==> config.mk <==
export PLATFORM = sky130hd
export DESIGN_NAME = core_if_fetch
export DESIGN_NICKNAME = d
export VERILOG_FILES = /design/src/rtl/core_if_fetch_pkg.sv /design/src/rtl/core_if_ibuf.sv /design/src/rtl/core_if_fetch.sv
export SDC_FILE = /design/constraint.sdc
export NUM_CORES = 1
export LEC_CHECK = 0
export BUFFER_PORTS_ARGS = -buffer_cell sky130_fd_sc_hd__buf_4
export CAP_MARGIN = 20
export CELL_PAD_IN_SITES_DETAIL_PLACEMENT = 1
export CELL_PAD_IN_SITES_GLOBAL_PLACEMENT = 2
export CORE_UTILIZATION = 36
export CTS_BUF_LIST = sky130_fd_sc_hd__clkbuf_8
export CTS_CLUSTER_SIZE = 30
export DETAILED_ROUTE_END_ITERATION = 8
export HOLD_SLACK_MARGIN = 0.1
export PLACE_DENSITY = 0.77
export SETUP_SLACK_MARGIN = 0.3
export SLEW_MARGIN = 30
export SYNTH_ARGS = -nofsm -noshare
export SYNTH_HDL_FRONTEND = slang
export SYNTH_SLANG_ARGS = --single-unit
==> constraint.sdc <==
create_clock -name clk -period 4.3 [get_ports clk]
set_input_delay 0.86 -clock clk [delete_from_list [all_inputs] [get_ports clk]]
set_output_delay 0.86 -clock clk [all_outputs]
set_load 0.02 [all_outputs]
==> src/rtl/core_if_fetch_pkg.sv <==
// Shared types and constants for the instruction fetch stage.
// Widths, reset PC, NOP encoding, ibuf entry layout and the fetch FSM state type.
package core_if_fetch_pkg;

   localparam int CORE_XLEN       = 32;
   localparam int CORE_INST_WIDTH = 32;
   localparam int IFU_ENTRY_W     = CORE_INST_WIDTH + CORE_XLEN + 1;

   localparam logic [CORE_XLEN-1:0]       CORE_RESET_PC = 32'h8000_0000;
   localparam logic [CORE_INST_WIDTH-1:0] CORE_INST_NOP = 32'h0000_0013;

   typedef enum logic {
      FETCH_RUN   = 1'b0,
      FETCH_DRAIN = 1'b1
   } fetch_state_e;

   typedef struct packed {
      logic [CORE_INST_WIDTH-1:0] inst;
      logic [CORE_XLEN-1:0]       pc;
      logic                       err;
   } ifu_entry_t;

   function automatic logic [CORE_XLEN-1:0] align_word(input logic [CORE_XLEN-1:0] a);
      return a & ~CORE_XLEN'(3);
   endfunction

endpackage

==> src/rtl/core_if_ibuf.sv <==
// Small synchronous FIFO with flush; holds both fetched entries and request PC tags.
// DEPTH must be a power of two so the pointers wrap naturally.
module core_if_ibuf #(
   parameter int DEPTH = 2,
   parameter int WIDTH = 32,
   localparam int AW   = $clog2(DEPTH),
   localparam int CW   = AW + 1
) (
   input  logic             clk,
   input  logic             rst_n,
   input  logic             push,
   input  logic [WIDTH-1:0] din,
   input  logic             pop,
   output logic [WIDTH-1:0] dout,
   input  logic             flush,
   output logic [CW-1:0]    count
);

   logic [WIDTH-1:0] mem [DEPTH];
   logic [AW-1:0]    rd_ptr;
   logic [AW-1:0]    wr_ptr;
   logic             push_ok;
   logic             pop_ok;

   assign push_ok = push & (count != CW'(DEPTH));
   assign pop_ok  = pop & (count != '0);
   assign dout    = mem[rd_ptr];

   always_ff @(posedge clk or negedge rst_n) begin
      if (!rst_n) begin
         rd_ptr <= '0;
         wr_ptr <= '0;
         count  <= '0;
      end else if (flush) begin
         rd_ptr <= '0;
         wr_ptr <= '0;
         count  <= '0;
      end else begin
         if (push_ok) wr_ptr <= wr_ptr + AW'(1);
         if (pop_ok)  rd_ptr <= rd_ptr + AW'(1);
         count <= count + CW'(push_ok) - CW'(pop_ok);
      end
   end

   // Storage needs no reset; only entries below count are ever observed.
   always_ff @(posedge clk) begin
      if (push_ok) mem[wr_ptr] <= din;
   end

endmodule

==> src/rtl/core_if_fetch.sv <==
// Instruction fetch stage: owns the fetch PC, credit-limits memory requests and
// buffers in-order responses for ID. Optional misaligned-redirect fault: CORE_IF_MISALIGN_CHK_EN.
module core_if_fetch
   import core_if_fetch_pkg::*;
#(
   parameter logic [CORE_XLEN-1:0] RESET_PC   = CORE_RESET_PC,
   parameter int                   IBUF_DEPTH = 2
) (
   input  logic                       clk,
   input  logic                       rst_n,
   output logic                       o_ifu_req_valid,
   input  logic                       i_ifu_req_ready,
   output logic [CORE_XLEN-1:0]       o_ifu_req_addr,
   input  logic                       i_ifu_rsp_valid,
   input  logic [CORE_INST_WIDTH-1:0] i_ifu_rsp_inst,
   input  logic                       i_ifu_rsp_err,
   input  logic                       i_redirect_valid,
   input  logic [CORE_XLEN-1:0]       i_redirect_pc,
   output logic                       o_id_valid,
   input  logic                       i_id_ready,
   output logic [CORE_INST_WIDTH-1:0] o_id_inst,
   output logic [CORE_XLEN-1:0]       o_id_pc,
   output logic                       o_id_err,
   output fetch_state_e               o_dbg_state
);

   // Handshakes: a transfer happens on a cycle where valid & ready are both high;
   // valid never depends on ready, and a redirect withdraws both the request and the ID entry.
   localparam int CW = $clog2(IBUF_DEPTH) + 1;
   localparam int SW = CW + 1;

   fetch_state_e         state_q, state_d;
   logic [CORE_XLEN-1:0] fetch_pc_q;
   logic [CW-1:0]        outstanding_q, outstanding_d;
   logic [CW-1:0]        drop_cnt_q, drop_cnt_d;
   logic [CW-1:0]        ibuf_count;
   logic [CW-1:0]        tag_count;
   logic [CORE_XLEN-1:0] tag_pc;
   logic [SW-1:0]        credits;
   logic                 credit_ok;
   logic                 req_fire;
   logic                 rsp_keep;
   logic                 fault_push;
   logic                 fault_stall;
   logic [CORE_XLEN-1:0] redirect_target;
   ifu_entry_t           ibuf_din;
   ifu_entry_t           ibuf_dout;

   assign credits   = SW'(ibuf_count) + SW'(outstanding_q);
   assign credit_ok = credits < SW'(IBUF_DEPTH);

   assign o_ifu_req_valid = rst_n & (state_q == FETCH_RUN) & credit_ok
                          & ~i_redirect_valid & ~fault_stall;
   assign o_ifu_req_addr  = align_word(fetch_pc_q);
   assign req_fire        = o_ifu_req_valid & i_ifu_req_ready;

   // Responses arriving during a drain or alongside a redirect belong to a dead stream.
   assign rsp_keep = i_ifu_rsp_valid & (drop_cnt_q == '0) & ~i_redirect_valid
                   & (tag_count != '0);

   assign outstanding_d = outstanding_q + CW'(req_fire) - CW'(i_ifu_rsp_valid);

`ifdef CORE_IF_MISALIGN_CHK_EN
   logic fault_pend_q;
   logic fault_stall_q;

   assign redirect_target = i_redirect_pc;
   assign fault_stall     = fault_stall_q;
   assign fault_push      = fault_pend_q & (state_q == FETCH_RUN)
                          & ~i_redirect_valid & ~i_ifu_rsp_valid;

   // A misaligned target parks fetch; one faulting NOP goes to ID once the old stream drains.
   always_ff @(posedge clk or negedge rst_n) begin
      if (!rst_n) begin
         fault_pend_q  <= 1'b0;
         fault_stall_q <= 1'b0;
      end else if (i_redirect_valid) begin
         fault_pend_q  <= |i_redirect_pc[1:0];
         fault_stall_q <= |i_redirect_pc[1:0];
      end else if (fault_push) begin
         fault_pend_q  <= 1'b0;
      end
   end
`else
   assign redirect_target = align_word(i_redirect_pc);
   assign fault_stall     = 1'b0;
   assign fault_push      = 1'b0;
`endif

   always_comb begin
      state_d    = state_q;
      drop_cnt_d = drop_cnt_q;
      if (i_redirect_valid) begin
         drop_cnt_d = outstanding_q - CW'(i_ifu_rsp_valid);
      end else if (i_ifu_rsp_valid && (drop_cnt_q != '0)) begin
         drop_cnt_d = drop_cnt_q - CW'(1);
      end
      case (state_q)
         FETCH_RUN:   if (i_redirect_valid && (drop_cnt_d != '0)) state_d = FETCH_DRAIN;
         FETCH_DRAIN: if (drop_cnt_d == '0) state_d = FETCH_RUN;
         default:     state_d = FETCH_RUN;
      endcase
   end

   always_ff @(posedge clk or negedge rst_n) begin
      if (!rst_n) begin
         state_q       <= FETCH_RUN;
         fetch_pc_q    <= RESET_PC;
         outstanding_q <= '0;
         drop_cnt_q    <= '0;
      end else begin
         state_q       <= state_d;
         outstanding_q <= outstanding_d;
         drop_cnt_q    <= drop_cnt_d;
         if (i_redirect_valid)  fetch_pc_q <= redirect_target;
         else if (req_fire)     fetch_pc_q <= fetch_pc_q + CORE_XLEN'(4);
      end
   end

   always_comb begin
      ibuf_din = {CORE_INST_NOP, fetch_pc_q, 1'b1};
      if (rsp_keep) ibuf_din = {i_ifu_rsp_inst, tag_pc, i_ifu_rsp_err};
   end

   core_if_ibuf #(.DEPTH(IBUF_DEPTH), .WIDTH(CORE_XLEN)) u_tag_q (
      .clk   (clk),
      .rst_n (rst_n),
      .push  (req_fire),
      .din   (o_ifu_req_addr),
      .pop   (rsp_keep),
      .dout  (tag_pc),
      .flush (i_redirect_valid),
      .count (tag_count)
   );

   core_if_ibuf #(.DEPTH(IBUF_DEPTH), .WIDTH(IFU_ENTRY_W)) u_ibuf (
      .clk   (clk),
      .rst_n (rst_n),
      .push  (rsp_keep | fault_push),
      .din   (ibuf_din),
      .pop   (o_id_valid & i_id_ready),
      .dout  (ibuf_dout),
      .flush (i_redirect_valid),
      .count (ibuf_count)
   );

   assign o_id_valid  = (ibuf_count != '0) & ~i_redirect_valid;
   assign o_id_inst   = ibuf_dout.inst;
   assign o_id_pc     = ibuf_dout.pc;
   assign o_id_err    = ibuf_dout.err;
   assign o_dbg_state = state_q;

endmodule

# [Word-level counts from Yosys, hierarchy flattened]
# Memory sizes are Yosys's and may differ from the RTL's.
# Cells that the tools add are included.
[op_classes] n_bitwise=15 magnitude_cmp=1 add_sub_neg=14 muxes=22 n_reduce_logical=13 n_eq_ne=2
[ops] operator="65-bit 2-to-1 mux" count=1
[ops] operator="32-bit 2-to-1 mux" count=2
[ops] operator="32-bit by 3-bit adder with 32-bit output (second input constant)" count=1
[ops] operator="2-bit nonzero test" count=9
[ops] operator="1-bit 2-to-1 mux" count=14
[ops] operator="1-bit bitwise AND" count=13
[ops] operator="2-bit 2-to-1 mux" count=4
[ops] operator="2-bit by 1-bit subtractor with 2-bit output" count=4
[ops] operator="2-bit by 1-bit adder with 2-bit output" count=3
[ops] operator="1-bit adder (second input constant)" count=4
[ops] operator="2-bit zero test" count=2
[ops] operator="2-bit != test (second input constant)" count=2
[ops] operator="2-bit by 2-bit adder with 3-bit output" count=1
[ops] operator="3-bit by 2-bit < comparator with 1-bit output (second input constant)" count=1
[ops] operator="1-bit logical AND" count=2
[ops] operator="1-bit NOT" count=2
[ops] operator="1-bit case mux with 2 select lines" count=1
[ops] operator="2-bit by 1-bit subtractor with 2-bit output (second input constant)" count=1
[totals] output_inout_bits=100 wordCells=79 reg_bits=45 mem_count=2 in_bits=71 ramBits=190
[memory_table] memory="u_ibuf.mem" words=2 word_bits=65 read_ports=1 rd_clocked_by_memory_dff=0 write_ports=1 line="core_if_ibuf.sv:19" rtl="logic [WIDTH-1:0] mem [DEPTH];"
[memory_table] memory="u_tag_q.mem" words=2 word_bits=30 read_ports=1 rd_clocked_by_memory_dff=0 write_ports=1 line="core_if_ibuf.sv:19"

# [Depth between registers and ports, before layout]
# Gate-level depths: netlist of run 1.
[logic_depth] depth_word=9 depth_mapped=12 ltp_nobuf=11

# [Modules after synthesis]
# A second synthesis of run 1 with hierarchy kept.
[unflattened] cells_unflattened=679 area_unflattened_um2=10616.4
[modules_own_cells] mod="core_if_ibuf at u_ibuf" instances=1 area_per_inst_um2=5071.1 seq_area_each_um2=4003.8 cells_per_inst=224
[modules_own_cells] mod="core_if_fetch" instances=1 area_per_inst_um2=2856.5 seq_area_each_um2=877.1 cells_per_inst=333
[modules_own_cells] mod="core_if_ibuf at u_tag_q" instances=1 area_per_inst_um2=2688.8 seq_area_each_um2=2021.9 cells_per_inst=122

# [Worst setup path before layout of run 1]
# OpenSTA, ideal clock, no wires.
[synth_path] path_type="input port to flip-flop" start="in i_ifu_rsp_valid" end="mem u_ibuf.mem[0][0] (netlist bit) (enable)" t_required_ns=3.808 path_buffers=0 t_arrival_ns=4.312 setup_slack_ns=-0.504 cell_stages=3 setup_ns=0.492 cell_sequence="o211ai_1 > a211oi_1 > nor2b_1"
[synth_via] elab_chain_len=6
[synth_lines] item="start: declaration" line="core_if_fetch.sv:14" rtl="input logic i_ifu_rsp_valid,"
[synth_lines] item="1-bit bitwise AND (2 in a row)" line="core_if_fetch.sv:58" rtl="assign rsp_keep = i_ifu_rsp_valid & (drop_cnt_q == '0) & ~i_redirect_valid"
[synth_lines] item="1-bit bitwise AND" line="core_if_fetch.sv:59" rtl="& (tag_count != '0);"
[synth_lines] item="1-bit bitwise AND" line="core_if_ibuf.sv:25" rtl="assign push_ok = push & (count != CW'(DEPTH));"
[synth_lines] item="1-bit 2-to-1 mux" line="core_if_ibuf.sv:47" rtl="if (push_ok) mem[wr_ptr] <= din;"
[synth_lines] item="1-bit 2-to-1 mux (implied by the code)" line="core_if_ibuf.sv:47"
[synth_lines] item="end: declaration" line="core_if_ibuf.sv:19"
# No other way between the ends.

# [Worst setup path in the final report of run 1]
[layout_path] start="reg u_ibuf.rd_ptr" end="out o_id_pc[28]"
[layout_via] elab_chain_len=1
[layout_lines] item="start: declaration" line="core_if_ibuf.sv:20" rtl="logic [AW-1:0] rd_ptr;"
[layout_lines] item="start signal: assignment" line="core_if_ibuf.sv:40" rtl="if (pop_ok) rd_ptr <= rd_ptr + AW'(1);"
[layout_lines] item="memory 2 x 65 bit"
[layout_lines] item="end: declaration" line="core_if_fetch.sv:22" rtl="output logic [CORE_XLEN-1:0] o_id_pc,"
# No other way between the ends.

==> impl_metrics.env, run 1 <==
export IMPL_status="complete, no violations"
export IMPL_grt_overflow=0
export IMPL_clk_path_buf_depth=3
export IMPL_insertion_delay_ns=0.53
export IMPL_coreArea_mm2=0.0264
export IMPL_first_global_vias=6564
export IMPL_async_reset_ff_share_pct=18.8
export IMPL_cap_violations=0
export IMPL_routedWlPerCell_um=18.9
export IMPL_finalHoldViolCount=0
export IMPL_antenna_found_initial=0
export IMPL_io_buffers=164
export IMPL_die_width_um=167
export IMPL_wirelength_um=23700
export IMPL_viasPerCell=5.01
export IMPL_postCtsHoldBufs=0
export IMPL_ir_worst_vdd_mv=0.148
export IMPL_synth_fa_ha_area_share_pct=1.36
export IMPL_yosysMostFrequentCell="edfxtp_1"
export IMPL_ctsResizeCount=0
export IMPL_cpPeakStageDelay_ns=0.69
export IMPL_final_max_slew_viol_count=0
export IMPL_post_route_min_period_ns=3.10
export IMPL_ys_top_cells_by_count="edfxtp_1, mux2_2, nor2_1"
export IMPL_power_total_mw=4.93
export IMPL_path_cells="buf_4 -> mux2_2 -> buf_4"
export IMPL_r2r_start="u_ibuf.count[0]"
export IMPL_grt_start_max_net_pins=64
export IMPL_critPathLaunchType="register"
export IMPL_arrival_ns=2.24
export IMPL_rsz0062_at_grt="no"
export IMPL_netlist_instances=696
export IMPL_clockRootBuffer="clkbuf_8"
export IMPL_grt_usage_pct=17.2
export IMPL_synth_cell_types=48
export IMPL_yosysTopAreaCell="edfxtp_1"
export IMPL_reg2reg_depth=9
export IMPL_leakage_nw=4.70
export IMPL_fillCellCount=2721
export IMPL_r2r_slack_ns=1.31
export IMPL_fmax_mhz=323
export IMPL_cts_setup_buffers=0
export IMPL_synth_mux_area_fraction_pct=10.5
export IMPL_synth_compound_area_share_pct=5.39
export IMPL_synth_edf_count=186
export IMPL_rows=59
export IMPL_fin_skew_ns=0.0319
export IMPL_die_area_mm2=0.0278
export IMPL_io_pins=171
export IMPL_syn_to_final_growth_pct=24.8
export IMPL_first_iter_violations=392
export IMPL_setup_violations=0
export IMPL_grt_pass1_wl_um=37300
export IMPL_synthXorXnorAreaFrac_pct=1.16
export IMPL_synth_yosys_warnings=0
export IMPL_numCtsBuffers=41
export IMPL_crit_type="register to output pin"
export IMPL_critPathCaptureType="output pin"
export IMPL_crit_family="flip-flops"
export IMPL_cp_slowest_cell="dfrtp_2"
export IMPL_worstPathMaxFanout=25
export IMPL_cts_tree="built"
export IMPL_syn_area_mm2=0.00978
export IMPL_synth_simple_gate_area_share_pct=11.1
export IMPL_worst_pin_slew_ns=0.714
export IMPL_min_period_over_period_pct=72.1
export IMPL_power_density_mw_per_mm2=404
export IMPL_synth_area_leaders="edfxtp_1, dfrtp_1, mux2_2"
export IMPL_worstReg2RegEnd="u_tag_q.mem[0][0]"
export IMPL_synth_flop_cell="edfxtp_1"
export IMPL_drive_gt1_share_pct=33.3
export IMPL_htreeDepth=2
export IMPL_fin_tns_setup_ns=0
export IMPL_synth_top_area_share_pct=57.1
export IMPL_crit_top_cell="buf_4"
export IMPL_path_buf_inv=2
export IMPL_hpwlAfterDp_um=15200
export IMPL_ant_nets=0
export IMPL_crit_start="u_ibuf.rd_ptr"
export IMPL_cts_sinks=229
export IMPL_cts_clk_slew_worst_paths_ns=0.05
export IMPL_hold_path_class="input pin to async pin"
export IMPL_drc=0
export IMPL_relSlewSlack_pct=52.0
export IMPL_die_h_um=167
export IMPL_syn_avg_cell_area_um2=14.0
export IMPL_synth_top_family_by_area="simple AND/OR/NAND/NOR gates"
export IMPL_place_gp_congestion=0.727
export IMPL_start_util_pct=37.1
export IMPL_required_ns=3.44
export IMPL_ys_seq_area_share_pct=68.1
export IMPL_ys_ff_latch=229
export IMPL_nets=964
export IMPL_drt_pre_antenna_iters=4
export IMPL_via_count=6270
==> layout by cell type (no fill, tap or decap), types with 9 or more instances in the layout <==
| cell type | n |
|---|---|
| a21oi_1 | 36 |
| and2_1 | 36 |
| buf_4 | 177 |
| clkbuf_8 | 45 |
| dfrtp_1 | 40 |
| edfxtp_1 | 186 |
| ha_1 | 9 |
| inv_1 | 31 |
| mux2_2 | 63 |
| mux2i_1 | 32 |
| nand2_1 | 39 |
| nand3_1 | 22 |
| nand4_1 | 12 |
| nor2_1 | 54 |
| o211ai_1 | 9 |
| o21ai_0 | 21 |
| xnor2_1 | 9 |
==> state kept, by name (all words and copies together) (netlist names), 2 cells and up <==
signal,cells
u_ibuf.mem,126
u_tag_q.mem,60
fetch_pc_q,30
drop_cnt_q,2
outstanding_q,2
u_ibuf.count,2
u_tag_q.count,2
==> worst reg2reg max path: stages, from the launching register on <==
cell     delay, ns
dfrtp_1       0.37
inv_1         0.11
nor2_1        0.07
fa_1          0.46
or4_4         0.55
nor2_4        0.20
inv_2         0.06
a21oi_2       0.19
nor2b_4       0.40
buf_12        0.25
==> cell type report <==
cell class / count / area, µm² / area share [%]
well taps: 335 / 419 / 3.44
diodes: 1 / 2.50 / 0.0205
clock buffers: 45 / 619 / 5.08
repair buffers: 180 / 1390 / 11.4
flip-flops and latches: 229 / 6670 / 54.7
clock inverters: 30 / 120 / 0.985
inverters: 13 / 48.8 / 0.400
multi-input cells: 418 / 2930 / 24.0
==> power breakdown <==
part	total, mW	internal [mW]	switching [mW]
sequential	2.61	2.50	0.114
clock	1.81	0.959	0.853
combinational	0.506	0.228	0.278
total	4.93	3.68	1.24
==> how the worst max path moves through the flow <==
stage,slack [ns],to,cells after the start
after floorplan,0.65,u_tag_q.mem[0][0],8
after global placement,1.25,u_tag_q.mem[0][14],7
after detailed placement,1.23,u_tag_q.mem[0][13],7
after CTS,1.11,o_id_pc[25],3
after global routing,1.04,o_id_pc[28],3
final,1.20,o_id_pc[28],3
==> per-stage QoR <==
stage,util (%),cells,hold slack [ns],worst slack (ns),instance area [µm²]
after floorplan,-,699,0.478,0.653,9790
after global placement,43.5,1175,0.492,1.25,11500
after detailed placement,43.5,1175,0.512,1.23,11500
after CTS,46.3,1250,0.455,1.11,12200
after global routing,46.3,1250,0.469,1.04,12200
final,46.3,1251,0.439,1.20,12200
==> routing by layer <==
metal	routed length, µm	vias to the layer above	GRT usage (%)
li1	-	2961	-
met1	10800	3118	23.2
met2	11300	161	28.5
met3	1190	30	3.64
met4	334	0	4.11
met5	0	-	0
==> cells by family (layout without fill, tap and decap cells) <==
kind of cell	Yosys count	in the layout
other	1	5
buffers and inverters	52	268
multiplexers	95	95
flip-flops	229	229
AO/OA/AOI/OAI	88	88
adder cells (fa/ha/maj)	10	10
AND/OR/NAND/NOR	208	208
XOR/XNOR	13	13
Note: power is estimated with default switching activity, not from simulation.
==> run 2, diff against run 1 <==
clock period = 2.5 ns   (was 4.3 ns; I/O delays follow)
==> run 2 against run 1 <==
The flow now finishes with violations (negative setup slack). Register-to-register slack worse by 1.4 ns. Critical endpoint is now u_tag_q.mem[0][14]. Clock skew is 0.013 ns lower. Power increased by 80%. Design area is 13% higher. Clock-buffer cell count rose by 1. Worst setup slack got worse by 1.3 ns. Global-route usage grew 1.4 points. Clock power up 76%.
==> impl_metrics.env, run 2 (synthesized netlist as in run 1, its figures left out) <==
export IMPL_status="finished with violations"
export IMPL_violations="negative setup slack"
export IMPL_min_period_over_period_pct=105
export IMPL_grt_pass1_wl_um=39800
export IMPL_cpPeakStageDelay_ns=0.53
export IMPL_final_common_cell="edfxtp_1"
export IMPL_io_buffers=164
export IMPL_cp_slowest_cell="or4_4"
export IMPL_r2r_start="u_ibuf.count[0]"
export IMPL_relSlewSlack_pct=49.9
export IMPL_power_density_mw_per_mm2=644
export IMPL_die_h_um=167
export IMPL_regMostFlops="u_ibuf.mem"
export IMPL_clockRootBuffer="clkbuf_8"
export IMPL_first_iter_violations=337
export IMPL_fmax_mhz=382
export IMPL_coreArea_mm2=0.0264
export IMPL_cap_violations=0
export IMPL_finalWorstSetupSlack_ns=-0.120
export IMPL_crit_family="simple AND/OR/NAND/NOR gates"
export IMPL_grt_use_met1_pct=23.8
export IMPL_viasPerCell=5.06
export IMPL_die_width_um=167
export IMPL_drc=0
export IMPL_cts_sinks=229
export IMPL_insertion_delay_ns=0.53
export IMPL_multiInputGateArea_mm2=0.00336
export IMPL_crit_top_cell="nor2_4"
export IMPL_antenna_found_initial=1
export IMPL_setup_violations=70
export IMPL_rsz0062_at_grt="yes"
export IMPL_grt_overflow=0
export IMPL_final_max_slew_viol_count=0
export IMPL_syn_to_final_growth_pct=40.6
export IMPL_rows=59
export IMPL_worstPathMaxFanout=7
export IMPL_place_gp_congestion=0.740
export IMPL_crit_start="u_ibuf.count[0]"
export IMPL_min_from="i_redirect_pc[19]"
export IMPL_fin_util_pct=52.2
export IMPL_grt_usage_pct=18.6
export IMPL_numCtsBuffers=41
export IMPL_grt_busiest_layer="met2"
export IMPL_cts_tree="built"
export IMPL_hpwlAfterDp_um=16100
export IMPL_critPathLaunchType="register"
export IMPL_die_area_mm2=0.0278
export IMPL_required_ns=2.74
export IMPL_critPathCaptureType="register"
export IMPL_start_util_pct=37.1
export IMPL_fillCellCount=2632
export IMPL_path_buf_inv=4
export IMPL_grt_start_max_net_pins=78
export IMPL_drive_gt1_share_pct=41.4
export IMPL_fin_skew_ns=0.0188
export IMPL_crit_type="register to register"
export IMPL_worst_pin_slew_ns=0.744
export IMPL_htreeDepth=2
export IMPL_first_global_vias=7098
export IMPL_largest_register_ffs=126
export IMPL_cts_clk_slew_worst_paths_ns=0.07
export IMPL_use_met2_pct=31.6
export IMPL_via_count=6642
export IMPL_leakage_nw=5.37
export IMPL_routedWlPerCell_um=20.0
export IMPL_reg_top3="u_ibuf.mem x126, u_tag_q.mem x60, fetch_pc_q x30"
export IMPL_hold_path_class="input pin to register"
export IMPL_hold_slack_ns=0.191
export IMPL_arrival_ns=2.86
export IMPL_ant_nets=0
export IMPL_nets=1030
export IMPL_final_cell_mix="edfxtp_1, buf_4, buf_6"
export IMPL_io_pins=171
export IMPL_finalHoldViolCount=0
export IMPL_clk_path_buf_depth=3
export IMPL_drt_pre_antenna_iters=4
export IMPL_grtUsageMet3_pct=4.11
export IMPL_seq_area_mm2=0.00667
export IMPL_wirelength_um=26300
export IMPL_ir_worst_vdd_mv=0.333
export IMPL_path_cells="inv_2 -> nor2_4 -> fa_2 -> or4_4 -> nor2_4 -> inv_4 -> a21oi_4 -> nor2b_4 -> buf_6 -> clkbuf_16"
export IMPL_post_route_min_period_ns=2.62
==> run 2: changes by cell type in the layout (fill, tap and decap cells not counted), sizes merged <==
cell and delta:
clkbuf +3, inv -6, dlygate4sd3 +1, clkinvlp +1, buf +63
==> run 2: area by class of cell <==
| cell class | instances | area share [%] |
|---|---|---|
| Antenna cell | 1 | 0.0182 |
| Inverter | 13 | 0.373 |
| Tap cell | 335 | 3.05 |
| Multi-Input combinational cell | 418 | 24.5 |
| Timing Repair Buffer | 246 | 18.2 |
| Clock inverter | 25 | 0.783 |
| Sequential cell | 229 | 48.5 |
| Clock buffer | 46 | 4.60 |
==> run 2: metal layers <==
| layer | up-vias | routed length [µm] |
|---|---|---|
| met4 | 0 | 585 |
| li1 | 3098 | - |
| met5 | - | 0 |
| met1 | 3324 | 11400 |
| met3 | 39 | 1320 |
| met2 | 181 | 12900 |
==> run 2: power breakdown <==
part | switching (mW) | total, mW | leakage, nW | internal [mW]
combinational | 0.649 | 1.24 | 2.71 | 0.591
clock | 1.50 | 3.18 | 0.430 | 1.68
sequential | 0.144 | 4.44 | 2.24 | 4.29
==> run 2: what timing repair did <==
item                                    in CTS  in global routing
hold buffers                                 1                  0
gates cloned                                 6                  2
gates resized for setup                    165                 43
endpoints found under the setup margin     159                280
endpoints found under the hold margin        3                  0
pin swaps                                   16                 15
setup buffers                               16                  7
==> run 2: final timing paths <==
check | end | slack (ns) | depth (start not counted)
worst max-delay path | u_tag_q.mem[0][14] | -0.12 | 10
worst min-delay path | fetch_pc_q[19] | 0.19 | 3
worst max register to register | u_tag_q.mem[0][14] | -0.12 | 10
worst min register to register | u_tag_q.mem[1][29] | 0.57 | 0
max in group asynchronous | u_ibuf.rd_ptr | 1.37 | 3
min in group asynchronous | outstanding_q[0] | 0.65 | 3
==> run 2: stage by stage <==
| stage | worst slack, ns | setup TNS [ns] | cells | area (µm²) | power [mW] |
|---|---|---|---|---|---|
| floorplan | -0.228 | -23.33 | 699 | 9830 | 5.03 |
| global route | -0.205 | -11.22 | 1312 | 13700 | 9.23 |
| detailed placement | -0.0840 | -1.91 | 1209 | 11800 | 5.55 |
| global placement | -0.0281 | -0.0728 | 1209 | 11800 | 5.52 |
| finish | -0.120 | -4.68 | 1313 | 13800 | 8.85 |
| CTS | -0.0750 | -1.63 | 1303 | 13500 | 8.86 |
==> run 2: worst register-to-register path: stages (launching register included) <==
cell and delay, ns:
dfrtp_1 0.36, inv_2 0.06, nor2_4 0.10, fa_2 0.44, or4_4 0.53, nor2_4 0.13
inv_4 0.07, a21oi_4 0.15, nor2b_4 0.21, buf_6 0.14, clkbuf_16 0.15
==> run 3, diff against run 2 <==
RECOVER_POWER = 50   (was default)
==> run 3 against run 2 <==
The flow still finishes with violations (negative setup slack). Hold slack got worse by 0.0028 ns. Highest routed layer unchanged. Clock-buffer cell count is the same. Non-clock buffer count stayed put. Largest power group unchanged. Register-to-register slack about the same.
==> impl_metrics.env, run 3 (synthesized netlist as in run 1, its figures left out) <==
export IMPL_first_global_vias=7098
export IMPL_fin_skew_ns=0.0184
export IMPL_min_period_over_period_pct=105
export IMPL_io_buffers=164
export IMPL_viasPerCell=5.05
export IMPL_top_layer_used="met4"
export IMPL_grt_pass1_wl_um=39800
export IMPL_worstPathMaxFanout=7
export IMPL_syn_to_final_growth_pct=38.6
export IMPL_post_place_ws_ns=-0.0840
export IMPL_setup_violations=70
export IMPL_nets=1030
export IMPL_dpl_cell_area_mm2=0.0118
export IMPL_critPathCaptureType="register"
export IMPL_regMostFlops="u_ibuf.mem"
export IMPL_wl_met3_um=1360
export IMPL_routedWlPerCell_um=20.0
export IMPL_cts_clk_slew_worst_paths_ns=0.07
export IMPL_crit_type="register to register"
export IMPL_final_max_slew_viol_count=0
export IMPL_wirelength_um=26300
export IMPL_ir_worst_vdd_mv=0.340
export IMPL_rsz0062_at_grt="yes"
export IMPL_critPathLaunchType="register"
export IMPL_grt_start_max_net_pins=78
export IMPL_grt_usage_pct=18.6
export IMPL_rows=59
export IMPL_hold_path_class="input pin to register"
export IMPL_finalWorstSetupSlack_ns=-0.123
export IMPL_first_iter_violations=312
export IMPL_fmax_mhz=381
export IMPL_cpPeakStageDelay_ns=0.53
export IMPL_reg_top3="u_ibuf.mem x126, u_tag_q.mem x60, fetch_pc_q x30"
export IMPL_violations="negative setup slack"
export IMPL_cts_sinks=229
export IMPL_place_gp_congestion=0.740
export IMPL_die_area_mm2=0.0278
export IMPL_dp_cells=1209
export IMPL_path_buf_inv=4
export IMPL_cap_violations=0
export IMPL_stdcell_area_mm2=0.0135
export IMPL_io_pins=171
export IMPL_arrival_ns=2.87
export IMPL_crit_top_cell="nor2_4"
export IMPL_drive_gt1_share_pct=36.0
export IMPL_fin_util_pct=51.4
export IMPL_finalHoldViolCount=0
export IMPL_power_total_mw=8.78
export IMPL_htreeDepth=2
export IMPL_clk_path_buf_depth=3
export IMPL_die_h_um=167
export IMPL_drt_pre_antenna_iters=4
export IMPL_cp_slowest_cell="or4_4"
export IMPL_worst_pin_slew_ns=0.743
export IMPL_leakage_nw=5.15
export IMPL_antenna_found_initial=1
export IMPL_fillCellCount=2665
export IMPL_numCtsBuffers=41
export IMPL_drt_met1_wl_um=11400
export IMPL_crit_family="simple AND/OR/NAND/NOR gates"
export IMPL_cts_tree="built"
export IMPL_path_cells="inv_2 -> nor2_4 -> fa_2 -> or4_4 -> nor2_4 -> inv_4 -> a21oi_4 -> nor2b_4 -> buf_6 -> clkbuf_16"
export IMPL_drc=0
export IMPL_final_common_cell="edfxtp_1"
export IMPL_grt_overflow=0
export IMPL_clockRootBuffer="clkbuf_8"
export IMPL_die_width_um=167
export IMPL_largest_register_ffs=126
export IMPL_coreArea_mm2=0.0264
export IMPL_wl_met2_um=13000
export IMPL_relSlewSlack_pct=50.0
export IMPL_required_ns=2.74
export IMPL_ant_nets=0
export IMPL_status="finished with violations"
export IMPL_hold_slack_ns=0.188
export IMPL_seq_area_mm2=0.00667
export IMPL_start_util_pct=37.1
export IMPL_final_cell_mix="edfxtp_1, buf_4, buf_6"
export IMPL_post_route_min_period_ns=2.62
export IMPL_insertion_delay_ns=0.53
export IMPL_fin_cells=1314
export IMPL_power_density_mw_per_mm2=648
export IMPL_via_count=6638
export IMPL_fin_tns_setup_ns=-4.82
export IMPL_hpwlAfterDp_um=16100
export IMPL_multiInputGateArea_mm2=0.00335
-- run 3: cell types whose count changed in the layout (fill, tap and decap cells not counted), sizes merged --
| cell | before | now |
|---|---|---|
| buf | 243 | 194 |
| diode | 1 | 2 |
| clkbuf | 48 | 97 |
-- run 3: layout make-up --
cell class | count | share of cell area (%)
antenna | 2 | 0.0369
clock buffer | 46 | 4.67
clock inverter | 25 | 0.794
inverter | 13 | 0.379
multi-input combinational | 418 | 24.7
sequential | 229 | 49.2
tap | 335 | 3.09
timing repair buffer | 246 | 17.1
-- run 3: path summary, 6_finish.rpt --
kind | end | slack [ns] | start | depth (start not counted)
min in group asynchronous | outstanding_q[0] | 0.64 | rst_n | 3
min | fetch_pc_q[19] | 0.19 | i_redirect_pc[19] | 3
max reg2reg | u_tag_q.mem[0][14] | -0.12 | u_ibuf.count[0] | 10
min reg2reg | u_tag_q.mem[0][14] | 0.61 | fetch_pc_q[16] | 0
max | u_tag_q.mem[0][14] | -0.12 | u_ibuf.count[0] | 10
max in group asynchronous | u_ibuf.rd_ptr | 1.38 | rst_n | 3
-- run 3: routing by layer --
metal | track usage (%) | vias to the layer above
li1 | - | 3101
met1 | 23.8 | 3315
met2 | 31.6 | 183
met3 | 4.11 | 39
met4 | 5.39 | 0
met5 | 0 | -
-- run 3: timing repair --
item	4_1_cts	5_1_grt
resized for setup	165	43
pin swaps	16	15
buffers inserted	16	7
setup endpoints to repair	159	280
gates cloned	6	2
hold buffers	1	0
hold endpoints to repair	3	0
-- run 3: worst reg2reg max path, cell delays in order (launching register included) --
cell	delay, ns
dfrtp_1	0.36
inv_2	0.06
nor2_4	0.10
fa_2	0.44
or4_4	0.53
nor2_4	0.13
inv_4	0.07
a21oi_4	0.15
nor2b_4	0.21
buf_6	0.14
clkbuf_16	0.15
-- run 3: where the power goes --
part	total, mW	leakage (nW)	internal (mW)	switching, mW
combinational	1.16	2.49	0.515	0.647
clock	3.18	0.430	1.68	1.50
sequential	4.44	2.24	4.29	0.143
total	8.78	5.15	6.49	2.29
